==> config.mk <==
export PLATFORM = sky130hd
export DESIGN_NAME = vx_lsu_csr_bridge_flat
export DESIGN_NICKNAME = d
export VERILOG_FILES = /design/src/rtl/vx_lsu_csr_bridge_if.sv /design/src/rtl/vx_lsu_csr_bridge.sv /design/src/flat_wrapper.sv
export SDC_FILE = /design/constraint.sdc
export NUM_CORES = 1
export LEC_CHECK = 0
export BUFFER_PORTS_ARGS = -buffer_cell sky130_fd_sc_hd__buf_4
export CAP_MARGIN = 20
export CORE_MARGIN = 1.5
export CORE_UTILIZATION = 48
export CTS_BUF_LIST = sky130_fd_sc_hd__clkbuf_16
export DETAILED_ROUTE_END_ITERATION = 10
export GPL_TIMING_DRIVEN = 0
export PLACE_DENSITY = 0.82
export SLEW_MARGIN = 20
export SYNTH_ARGS = -nofsm -noshare
export SYNTH_HDL_FRONTEND = slang
export SYNTH_SLANG_ARGS = --single-unit
==> constraint.sdc <==
create_clock -name clk_i -period 2.5 [get_ports clk_i]
set_input_delay 0.5 -clock clk_i [delete_from_list [all_inputs] [get_ports clk_i]]
set_output_delay 0.5 -clock clk_i [all_outputs]
set_load 0.1 [all_outputs]
==> src/rtl/vx_lsu_csr_bridge_if.sv <==
// Bundle of LSU request/response and CSR access-port signals around the LSU-to-CSR bridge.
// slave is the bridge's view; master is the view of whatever drives the LSU and CSR sides.
interface vx_lsu_csr_bridge_if #(
   parameter int NUM_THREADS = 4,
   parameter int ADDR_BITS   = 12,
   parameter int TAG_WIDTH   = 8
);

   logic                      req_valid;
   logic                      req_ready;
   logic                      req_rw;
   logic [ADDR_BITS-1:0]      req_addr;
   logic [NUM_THREADS-1:0]    req_mask;
   logic [NUM_THREADS*32-1:0] req_data;
   logic [TAG_WIDTH-1:0]      req_tag;

   logic                      rsp_valid;
   logic                      rsp_ready;
   logic [NUM_THREADS*32-1:0] rsp_data;
   logic [NUM_THREADS-1:0]    rsp_mask;
   logic [TAG_WIDTH-1:0]      rsp_tag;

   logic                      csr_grant;
   logic                      csr_read_enable;
   logic [ADDR_BITS-1:0]      csr_read_addr;
   logic [31:0]               csr_read_data;
   logic                      csr_write_enable;
   logic [ADDR_BITS-1:0]      csr_write_addr;
   logic [31:0]               csr_write_data;

   modport slave (
      input  req_valid, req_rw, req_addr, req_mask, req_data, req_tag,
      input  rsp_ready, csr_grant, csr_read_data,
      output req_ready, rsp_valid, rsp_data, rsp_mask, rsp_tag,
      output csr_read_enable, csr_read_addr,
      output csr_write_enable, csr_write_addr, csr_write_data
   );

   modport master (
      output req_valid, req_rw, req_addr, req_mask, req_data, req_tag,
      output rsp_ready, csr_grant, csr_read_data,
      input  req_ready, rsp_valid, rsp_data, rsp_mask, rsp_tag,
      input  csr_read_enable, csr_read_addr,
      input  csr_write_enable, csr_write_addr, csr_write_data
   );

endinterface

==> src/rtl/vx_lsu_csr_bridge.sv <==
// Queues LSU CSR requests and issues them one at a time on the shared CSR port whenever
// the CSR unit grants it, returning one response per request in push order.
module vx_lsu_csr_bridge #(
   parameter int NUM_THREADS = 4,
   parameter int ADDR_BITS   = 12,
   parameter int TAG_WIDTH   = 8,
   parameter int FIFO_DEPTH  = 4
) (
   input logic                clk_i,
   input logic                reset_n_i,
   vx_lsu_csr_bridge_if.slave bus
);

   localparam int PTR_W = $clog2(FIFO_DEPTH);
   localparam int CNT_W = PTR_W + 1;

   typedef enum logic [1:0] {
      IDLE,
      RD_WAIT,
      RESP
   } state_e;

   typedef struct packed {
      logic                   rw;
      logic [ADDR_BITS-1:0]   addr;
      logic [NUM_THREADS-1:0] mask;
      logic [31:0]            wdata;
      logic [TAG_WIDTH-1:0]   tag;
   } entry_t;

   entry_t                    fifoMem_q [FIFO_DEPTH];
   entry_t                    pushEntry;
   entry_t                    headEntry;
   logic [PTR_W-1:0]          wrPtr_q;
   logic [PTR_W-1:0]          rdPtr_q;
   logic [CNT_W-1:0]          count_q;
   logic [CNT_W-1:0]          count_d;
   logic                      canAccept;
   logic                      push;
   logic                      pop;
   logic                      strobeActive;
   logic                      readStrobe;
   logic                      writeStrobe;

   state_e                    state_q;
   logic                      rspValid_q;
   logic [NUM_THREADS*32-1:0] rspData_q;
   logic [NUM_THREADS-1:0]    rspMask_q;
   logic [TAG_WIDTH-1:0]      rspTag_q;
   logic [NUM_THREADS-1:0]    pendMask_q;
   logic [TAG_WIDTH-1:0]      pendTag_q;

   // Acceptance looks only at the registered count, so a pop in the same cycle never frees a full slot.
   assign canAccept    = count_q < CNT_W'(FIFO_DEPTH);
   assign push         = bus.req_valid && canAccept;
   assign headEntry    = fifoMem_q[rdPtr_q];
   assign pop          = (state_q == IDLE) && (count_q != '0) && bus.csr_grant;
   assign strobeActive = pop && (headEntry.mask != '0);
   assign writeStrobe  = strobeActive && headEntry.rw;
   assign readStrobe   = strobeActive && !headEntry.rw;

   // A write carries a single 32-bit value: the data of the lowest active lane.
   always_comb begin
      pushEntry       = '0;
      pushEntry.rw    = bus.req_rw;
      pushEntry.addr  = bus.req_addr;
      pushEntry.mask  = bus.req_mask;
      pushEntry.tag   = bus.req_tag;
      for (int i = NUM_THREADS - 1; i >= 0; i--) begin
         if (bus.req_mask[i]) begin
            pushEntry.wdata = bus.req_data[i*32 +: 32];
         end
      end
   end

   always_comb begin
      count_d = count_q;
      if (push && !pop) begin
         count_d = count_q + CNT_W'(1);
      end else if (!push && pop) begin
         count_d = count_q - CNT_W'(1);
      end
   end

   always_ff @(posedge clk_i) begin
      if (push) begin
         fifoMem_q[wrPtr_q] <= pushEntry;
      end
   end

   always_ff @(posedge clk_i or negedge reset_n_i) begin
      if (!reset_n_i) begin
         wrPtr_q <= '0;
         rdPtr_q <= '0;
         count_q <= '0;
      end else begin
         count_q <= count_d;
         if (push) begin
            wrPtr_q <= wrPtr_q + PTR_W'(1);
         end
         if (pop) begin
            rdPtr_q <= rdPtr_q + PTR_W'(1);
         end
      end
   end

   // Reads take one extra cycle because the CSR unit returns data the cycle after the strobe.
   always_ff @(posedge clk_i or negedge reset_n_i) begin
      if (!reset_n_i) begin
         state_q    <= IDLE;
         rspValid_q <= 1'b0;
         rspData_q  <= '0;
         rspMask_q  <= '0;
         rspTag_q   <= '0;
         pendMask_q <= '0;
         pendTag_q  <= '0;
      end else begin
         case (state_q)
            IDLE: begin
               if (pop) begin
                  if (headEntry.rw) begin
                     rspData_q  <= '0;
                     rspMask_q  <= headEntry.mask;
                     rspTag_q   <= headEntry.tag;
                     rspValid_q <= 1'b1;
                     state_q    <= RESP;
                  end else begin
                     pendMask_q <= headEntry.mask;
                     pendTag_q  <= headEntry.tag;
                     state_q    <= RD_WAIT;
                  end
               end
            end
            RD_WAIT: begin
               for (int i = 0; i < NUM_THREADS; i++) begin
                  rspData_q[i*32 +: 32] <= pendMask_q[i] ? bus.csr_read_data : 32'h0;
               end
               rspMask_q  <= pendMask_q;
               rspTag_q   <= pendTag_q;
               rspValid_q <= 1'b1;
               state_q    <= RESP;
            end
            RESP: begin
               if (bus.rsp_ready) begin
                  rspValid_q <= 1'b0;
                  state_q    <= IDLE;
               end
            end
            default: begin
               rspValid_q <= 1'b0;
               state_q    <= IDLE;
            end
         endcase
      end
   end

   assign bus.req_ready        = canAccept;
   assign bus.rsp_valid        = rspValid_q;
   assign bus.rsp_data         = rspData_q;
   assign bus.rsp_mask         = rspMask_q;
   assign bus.rsp_tag          = rspTag_q;
   assign bus.csr_read_enable  = readStrobe;
   assign bus.csr_read_addr    = readStrobe ? headEntry.addr : '0;
   assign bus.csr_write_enable = writeStrobe;
   assign bus.csr_write_addr   = writeStrobe ? headEntry.addr : '0;
   assign bus.csr_write_data   = writeStrobe ? headEntry.wdata : 32'h0;

endmodule
==> src/flat_wrapper.sv <==
// flat-port wrapper written by rule: the top's interface ports become plain ports
module vx_lsu_csr_bridge_flat 
#(
   parameter int NUM_THREADS = 4,
   parameter int ADDR_BITS   = 12,
   parameter int TAG_WIDTH   = 8,
   parameter int FIFO_DEPTH  = 4
)
  (clk_i, reset_n_i, bus_req_valid, bus_req_rw, bus_req_addr, bus_req_mask, bus_req_data, bus_req_tag, bus_rsp_ready, bus_csr_grant, bus_csr_read_data, bus_req_ready, bus_rsp_valid, bus_rsp_data, bus_rsp_mask, bus_rsp_tag, bus_csr_read_enable, bus_csr_read_addr, bus_csr_write_enable, bus_csr_write_addr, bus_csr_write_data);
  vx_lsu_csr_bridge_if #(.NUM_THREADS(NUM_THREADS), .ADDR_BITS(ADDR_BITS), .TAG_WIDTH(TAG_WIDTH)) bus_i ();
  input logic clk_i;
  input logic reset_n_i;
  input wire logic [$bits(bus_i.req_valid)-1:0] bus_req_valid;
  input wire logic [$bits(bus_i.req_rw)-1:0] bus_req_rw;
  input wire logic [$bits(bus_i.req_addr)-1:0] bus_req_addr;
  input wire logic [$bits(bus_i.req_mask)-1:0] bus_req_mask;
  input wire logic [$bits(bus_i.req_data)-1:0] bus_req_data;
  input wire logic [$bits(bus_i.req_tag)-1:0] bus_req_tag;
  input wire logic [$bits(bus_i.rsp_ready)-1:0] bus_rsp_ready;
  input wire logic [$bits(bus_i.csr_grant)-1:0] bus_csr_grant;
  input wire logic [$bits(bus_i.csr_read_data)-1:0] bus_csr_read_data;
  output wire logic [$bits(bus_i.req_ready)-1:0] bus_req_ready;
  output wire logic [$bits(bus_i.rsp_valid)-1:0] bus_rsp_valid;
  output wire logic [$bits(bus_i.rsp_data)-1:0] bus_rsp_data;
  output wire logic [$bits(bus_i.rsp_mask)-1:0] bus_rsp_mask;
  output wire logic [$bits(bus_i.rsp_tag)-1:0] bus_rsp_tag;
  output wire logic [$bits(bus_i.csr_read_enable)-1:0] bus_csr_read_enable;
  output wire logic [$bits(bus_i.csr_read_addr)-1:0] bus_csr_read_addr;
  output wire logic [$bits(bus_i.csr_write_enable)-1:0] bus_csr_write_enable;
  output wire logic [$bits(bus_i.csr_write_addr)-1:0] bus_csr_write_addr;
  output wire logic [$bits(bus_i.csr_write_data)-1:0] bus_csr_write_data;
  assign bus_i.req_valid = bus_req_valid;
  assign bus_i.req_rw = bus_req_rw;
  assign bus_i.req_addr = bus_req_addr;
  assign bus_i.req_mask = bus_req_mask;
  assign bus_i.req_data = bus_req_data;
  assign bus_i.req_tag = bus_req_tag;
  assign bus_i.rsp_ready = bus_rsp_ready;
  assign bus_i.csr_grant = bus_csr_grant;
  assign bus_i.csr_read_data = bus_csr_read_data;
  assign bus_req_ready = bus_i.req_ready;
  assign bus_rsp_valid = bus_i.rsp_valid;
  assign bus_rsp_data = bus_i.rsp_data;
  assign bus_rsp_mask = bus_i.rsp_mask;
  assign bus_rsp_tag = bus_i.rsp_tag;
  assign bus_csr_read_enable = bus_i.csr_read_enable;
  assign bus_csr_read_addr = bus_i.csr_read_addr;
  assign bus_csr_write_enable = bus_i.csr_write_enable;
  assign bus_csr_write_addr = bus_i.csr_write_addr;
  assign bus_csr_write_data = bus_i.csr_write_data;
  vx_lsu_csr_bridge #(.NUM_THREADS(NUM_THREADS), .ADDR_BITS(ADDR_BITS), .TAG_WIDTH(TAG_WIDTH), .FIFO_DEPTH(FIFO_DEPTH)) u_core (.clk_i(clk_i), .reset_n_i(reset_n_i), .bus(bus_i));
endmodule
==> results.md, run 1 <==
- Clk Latency, worst-skew pair: 0.55 ns
- FF-to-FF path depth: 9
- Setup ws final: -0.834 ns
- DR iter-0 viols: 803
- Post-DP Area: 19800 sq um
- Status: complete, but fails checks
- Syn_area_per_cell: 16.0 sq um
- Fraction of registers with async set/reset: 41.5%
- Switching portion of total power: 46.1%
- HP Class: primary input to register
- Worst reg2reg path startpoint: u_core.rdPtr_q[0]$_DFFE_PN0P_
- Area grow syn2layout: 37.0%
- Final Max Tran Viols: 0
- Crit path max fanout: 8
- Post-synthesis sequential element count: 390
- Layout cell share with drive strength beyond 1: 43.9%
- # H-tree levels: 2
- Final nets: 1627
- Grt ovf: 0
- First-pass GRT wire length: 69.0 mm
- Hold_sp: bus_req_tag[1]
- Routed Antenna Nets: 0
- DP HPWL: 32.7 mm
- Chip Width: 185 um
- RSZ-0062 raised after global routing: yes
- R2R setup slack: 0.17 ns
- CP max stage delay: 0.62 ns
- Worst Setup SP: u_core.rdPtr_q[0]$_DFFE_PN0P_
- Number of placed cells counting well taps: 1827
- Highest clock rate: 300 MHz
- I/O pin count: 390
- Setup Skew: 0.0160 ns
- VDD IR-drop max: 0.918 mV
- Post-Place Setup Slack: -0.753 ns
- Yosys cell types: 36
- Largest net degree at the start of global routing: 104
- Pwr Density: 1400 nW/um^2
- CTS root buf: clkbuf_16
- Synth top cells by count: edfxtp_1 (228), dfrtp_1 (162), a22o_1 (128)
- Clock Sinks: 390
- Total Power: 30.6 mW
- Minimum clock period: 3.33 ns
- CP Data Arrival Time: 2.83 ns
- Die height: 185 um
- Area share of the largest cell type after synthesis: 43.1%
- Slew headroom: 45.5%
- DR vias: 11100
- Synth Cell Area: 15900 sq um
- Post-DR vias/cell: 5.80
- Vias in the first global route: 11400
- CP max stage cell: or4_4
- Initial Utilization: 48.8%
- Gr usage total: 27.1%
- Synth area leader: edfxtp_1
- WL/cell: 24.4 um
- GP Congestion: 0.901
- Design area: 21800 sq um
- Ranking of synthesized cells by area: edfxtp_1 (43%), dfrtp_1 (26%), a22o_1 (7.1%)
- Crit Path Class: register to primary output
- Row count: 66
- Critical path endpoint: bus_csr_write_addr[2]
- Most frequent cell on the critical path: buf_12
- CTS max path bufs: 3
- Synthesized instance count: 991
- Clk pwr share: 20.1%
- WP data required: 2.00 ns
- Die area: 34200 sq um
- Setup violations, final: 58
- Final Hold Vio Count: 0
- Internal power: 16.5 mW
- Router iterations before antenna repair: 5
- Port buffer count: 389
- Total CTS buffers: 40
- Initial antenna violation count: 3
- Sequential area share after synthesis: 68.6%
- DRC errors left: 0
- Actual slew at the worst max-slew pin: 0.811 ns
- Synth Flop Type: edfxtp_1
- Critical Path End Type: primary output
- Syn nets: 1187
- Final period utilization: 133%
- Max-cap violations: 0
- Switching Power: 14.1 mW
- Clk slew on worst S/H paths: 0.06 ns
- Pleak: 9.04 nW
- Worst r2r dst: u_core.bus.rsp_data[112]$_DFFE_PN0P_
- Cell with the most instances after synthesis: edfxtp_1
- Comb pwr share: 50.3%
- Post-synth EDFFs: 228
- Share of power burned in registers: 29.6%
- Clock tree from TritonCTS: done
- Yosys warns: 0
- Finished Layout Cells: 1905
- Crit-path cells: buf_6, mux4_2, or4_4, buf_12, buf_12, and3_4, buf_12
- DRT Wirelength: 46.5 mm
- Core Box Area: 32500 sq um
- Failing checks: setup timing
- Startpoint Class: register
[logic make-up (layout without fill, tap and decap cells)]
logic type | count (synthesis) | in the layout | synth area share, %
DFF | 390 | 390 | 68.6
and+or+nand+nor | 168 | 168 | 5.90
muxes | 86 | 86 | 9.48
adders and majority gates | 6 | 6 | 0.520
xor gates and xnor gates | 6 | 6 | 0.331
buffers and inverters | 94 | 563 | 2.99
other | 0 | 3 | 0
AOI/OAI and AO/OA | 241 | 241 | 12.2
[what timing repair did]
action	4_1_cts	5_1_grt
gates resized for setup	138	20
setup buffers	4	0
setup endpoints to repair	58	58
hold endpoints to repair	59	0
hold buffers	1	0
gates cloned	1	0
pin swaps	6	1
[power by group through the flow]
stage	Combinational, mW	Clock (mW)	Sequential [mW]
6_report	15.4	6.13	9.06
5_1_grt	16.0	6.44	9.17
4_1_cts	15.4	6.17	9.05
3_5_place_dp	14.7	0	9.15
3_3_place_gp	14.4	0	9.10
2_1_floorplan	6.14	0	14.1
[metal layers]
metal	global-route usage, %	vias to the layer above	routed length (um)
li1	-	4825	-
met1	31.8	5527	17200
met2	47.4	597	23700
met3	5.84	103	3810
met4	12.7	0	1850
met5	0	-	0
[how the worst min path moves through the flow]
stage	cells past startpoint	end
after floorplan	0	u_core.bus.rsp_data[0]$_DFFE_PN0P_
after global placement	2	u_core.bus.rsp_valid$_DFFE_PN0P_
after detailed placement	1	u_core.bus.rsp_data[10]$_DFFE_PN0P_
after CTS	1	u_core.fifoMem_q[0][1]$_DFFE_PP_
after global routing	1	u_core.fifoMem_q[3][1]$_DFFE_PP_
final	1	u_core.fifoMem_q[2][1]$_DFFE_PP_
[placed cells by master (no fill, tap or decap), types with 5 or more instances in the layout]
cell type,netlist,final
edfxtp_1,228,228
mux2i_1,12,12
dfrtp_1,162,162
nor3_1,13,13
inv_1,5,12
buf_16,0,6
buf_2,11,10
clkbuf_16,0,40
bufinv_16,0,6
clkbuf_1,55,43
mux4_2,49,49
ha_1,5,5
buf_4,1,343
mux2_2,25,25
nor2b_1,35,35
o21ai_0,32,32
o31ai_1,31,31
and3_2,0,6
a221oi_1,39,39
clkbuf_2,0,6
and3_4,0,51
buf_1,8,5
a22o_1,128,128
buf_8,0,5
nand2_1,46,45
buf_6,14,31
buf_12,0,34
[registers in the layout, summed over array words and instances (netlist names)]
signal,count
u_core.bus.rsp_tag,8
u_core.wrPtr_q,2
u_core.bus.rsp_valid,1
u_core.pendTag_q,8
u_core.count_q,3
u_core.fifoMem_q,228
u_core.pendMask_q,4
u_core.rdPtr_q,2
u_core.state_q,2
u_core.bus.rsp_mask,4
u_core.bus.rsp_data,128
[worst max-delay path: cells and delay by family, from the launching register on]
family	cells	cell delay, ns
DFF	1	0.34
buffers and inverters	4	0.64
muxes	1	0.52
and+or+nand+nor	2	0.79
[layout make-up]
type / count / area [sq um]
Clock buffer: 40 / 1000
Clock inverter: 31 / 347
Multi-Input combinational cell: 507 / 4800
Fill cell: 2231 / 10800
Sequential cell: 390 / 10900
Buffer: 87 / 515
Tap cell: 442 / 553
Inverter: 5 / 22.5
Timing Repair Buffer: 400 / 3630
Antenna cell: 3 / 7.51
[through the flow]
stage	setup TNS [ns]	hold slack [ns]	utilization (%)
floorplan	-2.54	0.204	-
global placement	-95.29	0.471	60.3
detailed placement	-37.28	0.467	60.7
CTS	-46.78	0.135	66.7
global route	-48.02	0.134	66.9
finish	-44.35	0.157	66.9
Note: power is estimated with default switching activity, not from simulation.
==> run 2: changes to the inputs <==
CTS_CLUSTER_SIZE = 12   (was unset)
TNS_END_PERCENT = 20   (was unset)
==> run 2 against run 1 <==
  * The flow still finishes with violations (setup timing)
  * Hold slack lost 0.15 ns
  * Utilization increased by 0.55 points
  * Highest routed layer unchanged
  * Sequential share of layout area down 0.41 points
  * Combinational power rose by 3%
==> results.md, run 2 (synthesis gave the netlist of run 1 again) <==
- GP Congestion: 0.924 (+2.6%)
- DRC errors left: 0 (unchanged)
- CTS max path bufs: 3 (unchanged)
- Leading cell type in the layout, fill and taps excluded: buf_4
- Clk slew on worst S/H paths: 0.06 ns (about the same)
- Pwr Density: 1380 nW/um^2 (-1.7%)
- # H-tree levels: 2 (unchanged)
- Row count: 66 (unchanged)
- RSZ-0062 raised after global routing: yes
- Most frequent cells in the layout: buf_4 (337), edfxtp_1 (228), dfrtp_1 (162), a22o_1 (128), buf_12 (65)
- Minimum clock period: 3.34 ns (+0.00229 ns)
- DR iter-0 viols: 684 (-15%)
- Top reg by flops: u_core.fifoMem_q
- Slew headroom: 49.0% (+3.5 points)
- Routed Antenna Nets: 0 (unchanged)
- Failing checks: setup timing
- CTS root buf: clkbuf_16
- Core Util, Final: 67.5% (+0.55 points)
- DP HPWL: 33.0 mm (+0.97%)
- I/O pin count: 390 (unchanged)
- Largest net degree at the start of global routing: 95 (-8.7%)
- WP data required: 2.00 ns (about the same)
- Max FFs per register: 228 (unchanged)
- Final period utilization: 133% (about the same)
- Area grow syn2layout: 38.2%
- Post-Place Setup Slack: -0.807 ns (-0.0540 ns)
- Initial Utilization: 48.8% (unchanged)
- Setup violations, final: 58 (unchanged)
- Setup ws final: -0.837 ns (-0.00229 ns)
- DRT Wirelength: 47.2 mm (+1.5%)
- CP Data Arrival Time: 2.84 ns (about the same)
- Layout cell share with drive strength beyond 1: 43.4% (-0.49 points)
- Actual slew at the worst max-slew pin: 0.765 ns (-0.0462 ns)
- DR vias: 11300 (+1.9%)
- Clk Latency, worst-skew pair: 0.53 ns (-0.02 ns)
- Router iterations before antenna repair: 6 (+1)
- Pleak: 9.07 nW (+0.40%)
- Port buffer count: 389 (unchanged)
- Vias in the first global route: 11500 (+1.2%)
- Clock tree from TritonCTS: done
- Initial antenna violation count: 4 (+1)
- Clock Sinks: 390 (unchanged)
- Post-DR vias/cell: 5.91 (+1.9%)
- First-pass GRT wire length: 69.4 mm (+0.63%)
- Final nets: 1633 (+0.37%)
- Crit Path Class: register to primary output
- Final Max Tran Viols: 0 (unchanged)
- Status: complete, but fails checks
- Final Hold Vio Count: 0 (unchanged)
- Worst Setup SP: u_core.rdPtr_q[0]$_DFFE_PN0P_
- Core Box Area: 32500 sq um (unchanged)
- Startpoint Class: register
- Die height: 185 um (unchanged)
- Highest clock rate: 300 MHz (about the same)
- Gr usage total: 27.3% (+0.22 points)
- Setup Skew: 0.00919 ns (-0.00678 ns)
- Chip Width: 185 um (unchanged)
- Crit path max fanout: 7 (-1)
- HP Class: primary input to asynchronous set/reset pin
- Total CTS buffers: 40 (unchanged)
- Grt ovf: 0 (unchanged)
- VDD IR-drop max: 0.850 mV (-7.4%)
- Worst reg2reg path startpoint: u_core.rdPtr_q[0]$_DFFE_PN0P_
- Max-cap violations: 0 (unchanged)
- Critical Path End Type: primary output
- Die area: 34200 sq um (unchanged)
- WL/cell: 24.8 um (+1.5%)
run 2: cell types whose count changed in the layout (fill, tap and decap cells not counted), moves of 3 or more:
cell        delta
and3_2         -5
and3_4         +5
buf_12        +31
buf_16         -3
buf_4          -6
buf_6         -18
bufinv_16      -5
clkbuf_16      +5
clkbuf_2       +3
clkinv_1       +5
clkinv_2       -3
clkinvlp_4     -3
run 2: per-stage QoR:
stage	hold WS [ns]	std cells	area, sq um	TNS [ns]	total power [mW]
floorplan	0.204	991	16100	-35.42	20.2
global placement	0.469	1822	19600	-339.63	23.6
detailed placement	0.474	1827	19700	-38.50	23.8
CTS	0.0140	1896	21900	-48.13	30.3
global route	0.0473	1904	21900	-50.57	31.3
finish	0.00534	1904	21900	-46.49	30.3
run 2: critical path: stages (launching register included):
cell and delay [ns]:
dfrtp_1 0.36, buf_6 0.14, mux4_2 0.52, or4_4 0.60, buf_12 0.18, clkbuf_16 0.16
nand2_4 0.06, clkinvlp_4 0.10, buf_12 0.17
run 2: where the power goes:
group	switching, mW	total (mW)	internal, mW
combinational	11.0	15.9	4.91
clock	2.34	5.38	3.04
sequential	0.743	9.06	8.32
run 2: worst paths after layout:
| kind | to | slack [ns] | cells past startpoint |
|---|---|---|---|
| max | bus_csr_read_enable | -0.84 | 8 |
| min | u_core.bus.rsp_data[7]$_DFFE_PN0P_ | 0.005 | 1 |
| max reg2reg | u_core.bus.rsp_data[105]$_DFFE_PN0P_ | 0.19 | 9 |
| min reg2reg | u_core.bus.rsp_valid$_DFFE_PN0P_ | 0.48 | 2 |
| max in group asynchronous | u_core.bus.rsp_data[27]$_DFFE_PN0P_ | 1.71 | 2 |
| min in group clk_i | u_core.fifoMem_q[3][45]$_DFFE_PP_ | 0.17 | 1 |
run 2: layer usage:
metal  GRT usage [%]  wire length, um
met1            31.5            17000
met4            12.1             2000
met5               0                0
met3            6.39             4020
met2            48.4            24200
run 2: layout make-up:
class	count	area (sq um)
sequential	390	10900
fill	2142	10600
multi-input combinational	507	4820
timing repair buffer	405	3940
clock buffer	41	1030
buffer	88	562
tap	442	553
clock inverter	22	123
inverter	5	22.5
antenna	4	10.0
run 2: what timing repair did:
action                     4_1_cts  5_1_grt
gates cloned                     4        2
pin swaps                        4        1
resized for setup              217       10
buffers inserted                 3        2
hold buffers                     0        0
setup endpoints to repair       58       60
==> run 3: changes to the inputs <==
MAX_ROUTING_LAYER = met4   (was unset)
==> run 3 against run 2 <==
  * The flow finishes with violations (hold timing, setup timing)
  * Clock-buffer cell count unchanged
  * Flip-flop and latch count unchanged
  * Sequential power about the same
  * Clock power about the same
  * Hold slack worse by 0.0088 ns
  * Global-route usage up 0.86 points
  * Largest power group unchanged
  * Utilization unchanged
  * Setup slack better by 0.0016 ns
  * Highest routed layer unchanged
  * Critical path depth unchanged
  * Combinational power about the same
  * Sequential share of layout area unchanged
==> results.md, run 3 (synthesis gave the netlist of run 1 again) <==
- Status: complete, but fails checks
- Failing checks: hold timing, setup timing
- CP max stage delay: 0.60 ns (about the same)
- Layout cell share with drive strength beyond 1: 43.4% (unchanged)
- Vias in the first global route: 11500 (-0.26%)
- Clock Sinks: 390 (unchanged)
- Total Power: 30.3 mW (about the same)
- Area grow syn2layout: 38.2% (unchanged)
- RSZ-0062 raised after global routing: yes
- Port buffer count: 389 (unchanged)
- Clock tree from TritonCTS: done
- Worst path top cell family by delay: buffers and inverters
- Actual slew at the worst max-slew pin: 0.780 ns (+0.0148 ns)
- Minimum clock period: 3.33 ns (-0.00156 ns)
- Die area: 34200 sq um (unchanged)
- Final Max Tran Viols: 0 (unchanged)
- DR iter-0 viols: 707 (+3.4%)
- FF-to-FF path depth: 9 (unchanged)
- Final period utilization: 133% (about the same)
- CTS root buf: clkbuf_16
- CTS max path bufs: 3 (unchanged)
- Crit path max fanout: 7 (unchanged)
- Router iterations before antenna repair: 5 (-1)
- WL/cell: 24.8 um (about the same)
- Most frequent cell on the critical path: buf_12
- Final nets: 1633 (unchanged)
- Row count: 66 (unchanged)
- Crit-path cells: buf_6, mux4_2, or4_4, buf_12, clkbuf_16, nand2_4, clkinvlp_4, buf_12
- DRT Wirelength: 47.2 mm (about the same)
- I/O pin count: 390 (unchanged)
- Clk slew on worst S/H paths: 0.06 ns (about the same)
- CP max stage cell: or4_4
- Worst reg2reg path startpoint: u_core.rdPtr_q[0]$_DFFE_PN0P_
- Highest clock rate: 300 MHz (about the same)
- Slew headroom: 48.0% (-0.99 points)
- Startpoint Class: register
- Leading cell type in the layout, fill and taps excluded: buf_4
- DR vias: 11200 (-0.20%)
- R2R setup slack: 0.19 ns (about the same)
- Setup violations, final: 58 (unchanged)
- First-pass GRT wire length: 69.4 mm (about the same)
- Core Box Area: 32500 sq um (unchanged)
- CP Data Arrival Time: 2.83 ns (about the same)
- Final Hold Vio Count: 1 (+1)
- Worst r2r dst: u_core.bus.rsp_data[105]$_DFFE_PN0P_
- Core Util, Final: 67.5% (unchanged)
- HP Class: primary input to asynchronous set/reset pin
- Max FFs per register: 228 (unchanged)
- WP data required: 2.00 ns (about the same)
- Die height: 185 um (unchanged)
- Critical Path End Type: primary output
- VDD IR-drop max: 0.850 mV (about the same)
- DP HPWL: 33.0 mm (unchanged)
- Largest net degree at the start of global routing: 95 (unchanged)
- Setup Skew: 0.0132 ns (+0.00401 ns)
- Top reg by flops: u_core.fifoMem_q
- Routed Antenna Nets: 0 (unchanged)
- Post-DR vias/cell: 5.90 (-0.20%)
- Cts hold-fix bufs: 0 (unchanged)
- Pwr Density: 1380 nW/um^2 (about the same)
- Worst path bufs/invs: 5 (unchanged)
- DRC errors left: 0 (unchanged)
- Hold Slack: -0.00343 ns (-0.00876 ns)
- Max-cap violations: 0 (unchanged)
- Gr usage total: 28.2% (+0.86 points)
- Total CTS buffers: 40 (unchanged)
- Crit Path Class: register to primary output
- Grt ovf: 0 (unchanged)
- # fillers: 2142 (unchanged)
- Most frequent cells in the layout: buf_4 (337), edfxtp_1 (228), dfrtp_1 (162), a22o_1 (128), buf_12 (65)
- Chip Width: 185 um (unchanged)
- Initial Utilization: 48.8% (unchanged)
- Initial antenna violation count: 4 (unchanged)
- Clk Latency, worst-skew pair: 0.53 ns (about the same)
- GP Congestion: 0.941 (+1.8%)
- Setup ws final: -0.835 ns (+0.00156 ns)
- # H-tree levels: 2 (unchanged)
- Pleak: 9.07 nW (unchanged)
-- run 3: cell counts in the layout (fill, tap and decap cells not counted) --
Identical to the previous run, type by type.
-- run 3: where the power goes --
| part | switching [mW] | internal, mW | total (mW) | leakage (nW) |
|---|---|---|---|---|
| clock network | 2.34 | 3.04 | 5.39 | 0.601 |
| registers | 0.746 | 8.32 | 9.07 | 4.22 |
| logic | 10.9 | 4.91 | 15.9 | 4.25 |
| total | 14.0 | 16.3 | 30.3 | 9.07 |
-- run 3: worst reg2reg max path, cell delays in order, from the launching register on --
cell and delay (ns):
dfrtp_1 0.36, buf_6 0.14, buf_4 0.12, mux4_2 0.55, a31oi_2 0.30, or2_1 0.14
buf_4 0.12, buf_6 0.17, buf_6 0.18, a22o_1 0.17
-- run 3: how the worst max path moves through the flow --
stage                                        from                           endpoint  slack, ns  cells past startpoint
finish              u_core.rdPtr_q[0]$_DFFE_PN0P_                bus_csr_read_enable      -0.83                      8
global route        u_core.rdPtr_q[0]$_DFFE_PN0P_                bus_csr_read_enable      -0.91                      8
CTS                 u_core.rdPtr_q[0]$_DFFE_PN0P_               bus_csr_read_addr[7]      -0.85                      7
detailed placement                  bus_csr_grant             bus_csr_write_data[29]      -0.81                      7
global placement                    bus_req_valid  u_core.fifoMem_q[0][29]$_DFFE_PP_      -1.36                      4
floorplan           u_core.rdPtr_q[0]$_DFFE_PN0P_              bus_csr_write_addr[0]      -0.15                      6
-- run 3: layout make-up --
type,count,area [sq um],share of cell area (%)
Sequential cell,390,10900,49.7
Multi-Input combinational cell,507,4820,21.9
Timing Repair Buffer,405,3940,17.9
Clock buffer,41,1030,4.67
Buffer,88,562,2.56
Tap cell,442,553,2.52
Clock inverter,22,123,0.559
Inverter,5,22.5,0.103
Antenna cell,4,10.0,0.0456
-- run 3: per-layer routing --
layer  global-route usage, %  wire (um)  vias up
met5                       -          0        -
met4                    11.3       1650        0
met3                    5.88       3960       91
met2                    48.7      24500      649
met1                    32.0      17100     5673
li1                        -          -     4824
-- run 3: timing repair --
| action | in CTS | in global routing |
|---|---|---|
| resized for setup | 217 | 10 |
| cloned | 4 | 2 |
| buffers inserted | 3 | 2 |
| pin swaps | 4 | 1 |
| setup endpoints to repair | 58 | 60 |
-- run 3: stage by stage --
step                hold WS [ns]  worst slack [ns]  instance area [sq um]  TNS [ns]  cells
floorplan                  0.204            -0.147                  16100    -35.42    991
global route              0.0496            -0.908                  21900    -50.57   1904
detailed placement         0.474            -0.807                  19700    -38.50   1827
global placement           0.469             -1.36                  19600   -339.63   1822
CTS                       0.0140            -0.852                  21900    -48.13   1896
finish                  -0.00343            -0.835                  21900    -46.25   1904
